===== src/rtl/fetch_prefetch_unit.sv =====
// rtl/fetch_prefetch_unit.sv - RV32I fetch stage with prefetch FIFO; FETCH_PERF_CNT_EN adds fetch/flush counters
module fetch_prefetch_unit #(
  parameter int N      = 32,
  parameter int ADDR_W = 16,
  parameter int DEPTH  = 4,
  parameter logic [N-1:0] RESET_PC = '0
) (
  input  logic              clk,
  input  logic              rst,
  input  logic              redirect,
  input  logic [N-1:0]      redirect_pc,
  output logic              mem_req,
  output logic [ADDR_W-1:0] mem_addr,
  input  logic              mem_gnt,
  input  logic              mem_rvalid,
  input  logic [N-1:0]      mem_rdata,
  output logic              inst_valid,
  output logic [N-1:0]      inst,
  output logic [N-1:0]      inst_pc,
  input  logic              inst_ready
`ifdef FETCH_PERF_CNT_EN
  ,
  output logic [31:0]       fetch_cnt,
  output logic [31:0]       flush_cnt
`endif
);

  localparam int PW = $clog2(DEPTH);
  localparam int CW = PW + 1;
  localparam logic [CW-1:0] DEPTH_C = CW'(DEPTH);

  localparam logic [1:0] IDLE  = 2'd0;
  localparam logic [1:0] WAIT  = 2'd1;
  localparam logic [1:0] DRAIN = 2'd2;

  logic [1:0]    state;
  logic [N-1:0]  fetch_pc;
  logic [N-1:0]  req_pc;
  logic [N-1:0]  fifo_inst [DEPTH];
  logic [N-1:0]  fifo_pc   [DEPTH];
  logic [PW-1:0] rd_ptr;
  logic [PW-1:0] wr_ptr;
  logic [CW-1:0] count;
  logic          grant;
  logic          push;
  logic          pop;

  // At most one request in flight, and only when a FIFO slot is guaranteed for its response.
  assign mem_req    = (state == IDLE) && (count < DEPTH_C) && !redirect && !rst;
  assign mem_addr   = fetch_pc[ADDR_W-1:0];
  assign grant      = mem_req && mem_gnt;
  assign push       = (state == WAIT) && mem_rvalid && !redirect;
  assign pop        = inst_valid && inst_ready && !redirect;
  assign inst_valid = (count != '0);
  assign inst       = fifo_inst[rd_ptr];
  assign inst_pc    = fifo_pc[rd_ptr];

  // Request FSM: a redirect while a response is pending parks in DRAIN to swallow it.
  always_ff @(posedge clk) begin
    if (rst) begin
      state    <= IDLE;
      fetch_pc <= RESET_PC;
      req_pc   <= '0;
    end else if (redirect) begin
      fetch_pc <= redirect_pc;
      if (state == WAIT || state == DRAIN) begin
        state <= mem_rvalid ? IDLE : DRAIN;
      end
    end else begin
      case (state)
        IDLE: begin
          if (grant) begin
            req_pc   <= fetch_pc;
            fetch_pc <= fetch_pc + N'(1);
            state    <= WAIT;
          end
        end
        WAIT:    if (mem_rvalid) state <= IDLE;
        DRAIN:   if (mem_rvalid) state <= IDLE;
        default: state <= IDLE;
      endcase
    end
  end

  // Prefetch FIFO: power-of-2 depth so pointers wrap naturally; redirect flushes occupancy.
  always_ff @(posedge clk) begin
    if (rst) begin
      rd_ptr <= '0;
      wr_ptr <= '0;
      count  <= '0;
      for (int i = 0; i < DEPTH; i++) begin
        fifo_inst[i] <= '0;
        fifo_pc[i]   <= '0;
      end
    end else if (redirect) begin
      rd_ptr <= '0;
      wr_ptr <= '0;
      count  <= '0;
    end else begin
      if (push) begin
        fifo_inst[wr_ptr] <= mem_rdata;
        fifo_pc[wr_ptr]   <= req_pc;
        wr_ptr            <= wr_ptr + PW'(1);
      end
      if (pop) begin
        rd_ptr <= rd_ptr + PW'(1);
      end
      case ({push, pop})
        2'b10:   count <= count + CW'(1);
        2'b01:   count <= count - CW'(1);
        default: count <= count;
      endcase
    end
  end

`ifdef FETCH_PERF_CNT_EN
  logic discard;
  assign discard = mem_rvalid && ((state == DRAIN) || ((state == WAIT) && redirect));

  // Performance counters: pushes, and redirect cycles plus dropped responses.
  always_ff @(posedge clk) begin
    if (rst) begin
      fetch_cnt <= '0;
      flush_cnt <= '0;
    end else begin
      fetch_cnt <= fetch_cnt + {31'd0, push};
      flush_cnt <= flush_cnt + {31'd0, redirect} + {31'd0, discard};
    end
  end
`endif

endmodule


===== config.mk =====
export PLATFORM = sky130hd
export DESIGN_NAME = fetch_prefetch_unit
export DESIGN_NICKNAME = d
export VERILOG_FILES = /design/src/rtl/fetch_prefetch_unit.sv
export SDC_FILE = /design/constraint.sdc
export NUM_CORES = 1
export LEC_CHECK = 0
export BUFFER_PORTS_ARGS = -buffer_cell sky130_fd_sc_hd__buf_2
export CAP_MARGIN = 25
export CORE_ASPECT_RATIO = 0.5
export CORE_UTILIZATION = 59
export DETAILED_ROUTE_END_ITERATION = 16
export PLACE_DENSITY = 0.8
export SYNTH_ARGS = -nofsm -noshare
export SYNTH_HDL_FRONTEND = slang
export SYNTH_SLANG_ARGS = --single-unit

===== constraint.sdc =====
create_clock -name clk -period 9 [get_ports clk]
set_input_delay 0.9 -clock clk [delete_from_list [all_inputs] [get_ports clk]]
set_output_delay 0.9 -clock clk [all_outputs]
set_load 0.1 [all_outputs]

==> flow_summary.yaml <==
outcome:
  status: "complete, no violations"
logic_synthesis:
  synth_warnings: 0
  synth_cell_types: 54
  synth.area.top_cells: "edfxtp_1 (53%), dfxtp_1 (10%), mux4_2 (9.9%)"
  synthArstFlopShare_pct: 0
  synth_top_cell_by_area: "edfxtp_1"
  ys_seq_area_share_pct: 63.1
  syn_area_um2: 14600
  ys_seq_elements: 331
  avgSynthCellArea_um2: 13.3
  synthCells: 1096
  synth_top_area_share_pct: 52.8
  synth_edf_count: 256
  synth_ff_type: "edfxtp_1"
  synth_nets: 1171
global_routing:
  grt_pass1_vias: 8928
  grt_antenna_before_repair: 0
  grt_pass1_wl_mm: 48.9
  grt_max_degree: 129
  grt.overflow.total: 0
  grt_usage_pct: 25.1
clocking:
  clock_path_buffers: 3
  h-tree-depth: 1
  cts_hold_buf: 0
  cts.sinks: 331
  cts_tree: "done"
  root_buffer: "clkbuf_16"
  post_cts_resize_count: 0
  clkSlewWorstSetupHoldPaths_ps: 60
  postCtsSetupRepairBufs: 0
  clock_latency_ps: 560
  cts_made_buffers: 29
layout:
  area_growth_pct: 13.7
  drive_gt1_share_pct: 23.8
  nets: 1276
  stdcell_count: 1560
  layout_common_cells: "edfxtp_1 (256), and2_1 (199), buf_2 (151)"
  antenna_cells: 0
  mostFrequentLayoutCell: "edfxtp_1"
route:
  final_antenna_net_count: 0
  wire_per_inst_um: 20.2
  dr.pass1.iters: 5
  routed_wl_mm: 31.6
  vias: 9218
  drtIter0Drc: 922
  viasPerCell: 5.91
  drc_errors: 0
timing:
  finalMaxSlewViolations: 0
  worst_slew_pin_slew_ps: 1030
  setup_tns_ps: 0
  fin_crit_ps: 3870
  relSlewSlack_pct: 31.4
  rsz0062_at_grt: "no"
  timing.final.crit_share_pct: 43.0
  fmax_mhz: 258
  finClkSkew_ps: 8.11
  hold_viol: 0
  setup_viol_count_final: 0
  holdWs_ps: 484
worst_setup_path:
  regToRegStartpoint: "state[1]"
  path_class: "reg2out"
  timing.rr.end: "fifo_inst[1][23]"
  cp_max_fo: 43
  r2r_slack_ps: 6350
  cp-endpoint: "inst[1]"
  crit_required_ps: 8100
  path_cells: "buf_4 > mux4_2 > buf_2"
  cp-end-kind: "output port"
  max_stage_delay_ps: 790
  start_kind: "flop"
  slowest_stage: "buf_4"
  reg2reg_depth: 7
  arrival_ps: 2970
floorplanning:
  core_um2: 24100
  rows: 40
  die_h_um: 113
  die_w_um: 224
  start_util_pct: 60.4
  dieArea_um2: 25400
  pin_count: 152
place:
  io_buffers: 151
  dpl.hpwl_mm: 17.8
  placedCellCount: 1505
  place_congestion: 0.855
power:
  vdd_drop_max_mv: 0.121
  p_total_w: 0.00334
  p_leak_nw: 6.29
  powerDensity_nw_per_um2: 201
hold_path:
  holdCritPathClass: "reg2reg"
  worstHoldStart: "fetch_pc[31]"
flow_run:
  max-cap-violations: 0
-- flip-flops by register name, summed over array words and instances, names as in the netlist, named ones only --
register and flops:
req_pc 32, fetch_pc 32, rd_ptr 2, count 3, state 2, fifo_inst 128
fifo_pc 128, wr_ptr 2
-- per-stage QoR --
| step | cell area (um2) | setup WS [ps] | utilization [%] |
|---|---|---|---|
| after detailed placement | 15500 | 5220 | 64.3 |
| after CTS | 16500 | 5030 | 68.6 |
| after floorplan | 14600 | 2290 | - |
| after global placement | 15500 | 5360 | 64.3 |
| after global routing | 16600 | 4900 | 68.7 |
| final | 16600 | 5130 | 68.7 |
-- critical path, delay by kind of cell (launching register included) --
family | cells | cell delay [ps]
buf+inv | 2 | 1110
mux | 1 | 640
flops | 1 | 630
-- area by class of cell --
| class | count | area, um2 |
|---|---|---|
| Fill cell | 1637 | 7550 |
| Sequential cell | 331 | 9200 |
| Tap cell | 336 | 420 |
| Clock buffer | 34 | 754 |
| Multi-Input combinational cell | 660 | 4990 |
| Clock inverter | 20 | 280 |
| Inverter | 15 | 56.3 |
| Timing Repair Buffer | 164 | 873 |
-- Yosys cell counts (2+ instances only) --
| master | n |
|---|---|
| nand4_1 | 12 |
| xor2_1 | 8 |
| nor4_1 | 5 |
| a2bb2oi_1 | 2 |
| buf_4 | 17 |
| nor2b_1 | 3 |
| nor2_1 | 30 |
| a311oi_1 | 2 |
| mux4_2 | 64 |
| o21ai_0 | 12 |
| buf_2 | 2 |
| buf_1 | 6 |
| nand3_1 | 12 |
| o22ai_1 | 3 |
| edfxtp_1 | 256 |
| and2_1 | 199 |
| a2111oi_0 | 2 |
| a21oi_1 | 55 |
| xnor2_1 | 5 |
| and3_1 | 72 |
| mux2_2 | 3 |
| o31a_1 | 2 |
| a41oi_1 | 2 |
| a211oi_1 | 2 |
| o31ai_1 | 2 |
| a31oi_1 | 11 |
| nor3_1 | 11 |
| clkbuf_1 | 65 |
| o211ai_1 | 5 |
| inv_1 | 14 |
| nand2_1 | 101 |
| or4_1 | 4 |
| or3_1 | 7 |
| dfxtp_1 | 75 |
| a22oi_1 | 3 |
| ha_1 | 4 |
-- metal layers --
layer / wire length, um / part of all wire (%) / vias to the layer above / global-route usage, %
met5: 0 / 0 / - / 0
met4: 420 / 1.3 / 0 / 4.54
met3: 2160 / 6.8 / 40 / 4.10
met2: 15300 / 48 / 337 / 41.4
met1: 13700 / 43 / 4607 / 36.1
li1: - / - / 4234 / -
-- report_power, final --
group / internal, W / switching, W
clock: 0.000801 / 0.000547
sequential: 0.00169 / 0.0000301
combinational: 0.0000567 / 0.000207
total: 0.00255 / 0.000784
-- worst min-delay path by stage --
stage	to	cells after the start
final	req_pc[31]	2
after global routing	req_pc[31]	2
after CTS	req_pc[31]	2
after detailed placement	req_pc[31]	2
after global placement	req_pc[31]	2
after floorplan	req_pc[31]	2
-- cell families (layout without fill, tap and decap cells) --
| logic type | count (synthesis) | count (layout) | synth area share [%] |
|---|---|---|---|
| AO/OA/AOI/OAI | 110 | 110 | 4.55 |
| XOR/XNOR | 13 | 13 | 0.781 |
| adder cells (fa/ha/maj) | 5 | 5 | 0.481 |
| buffers and inverters | 105 | 233 | 3.16 |
| flip-flops | 331 | 331 | 63.1 |
| multiplexers | 68 | 68 | 10.2 |
| AND/OR/NAND/NOR | 464 | 464 | 17.8 |
No activity file was read; power rests on OpenSTA's default activity.
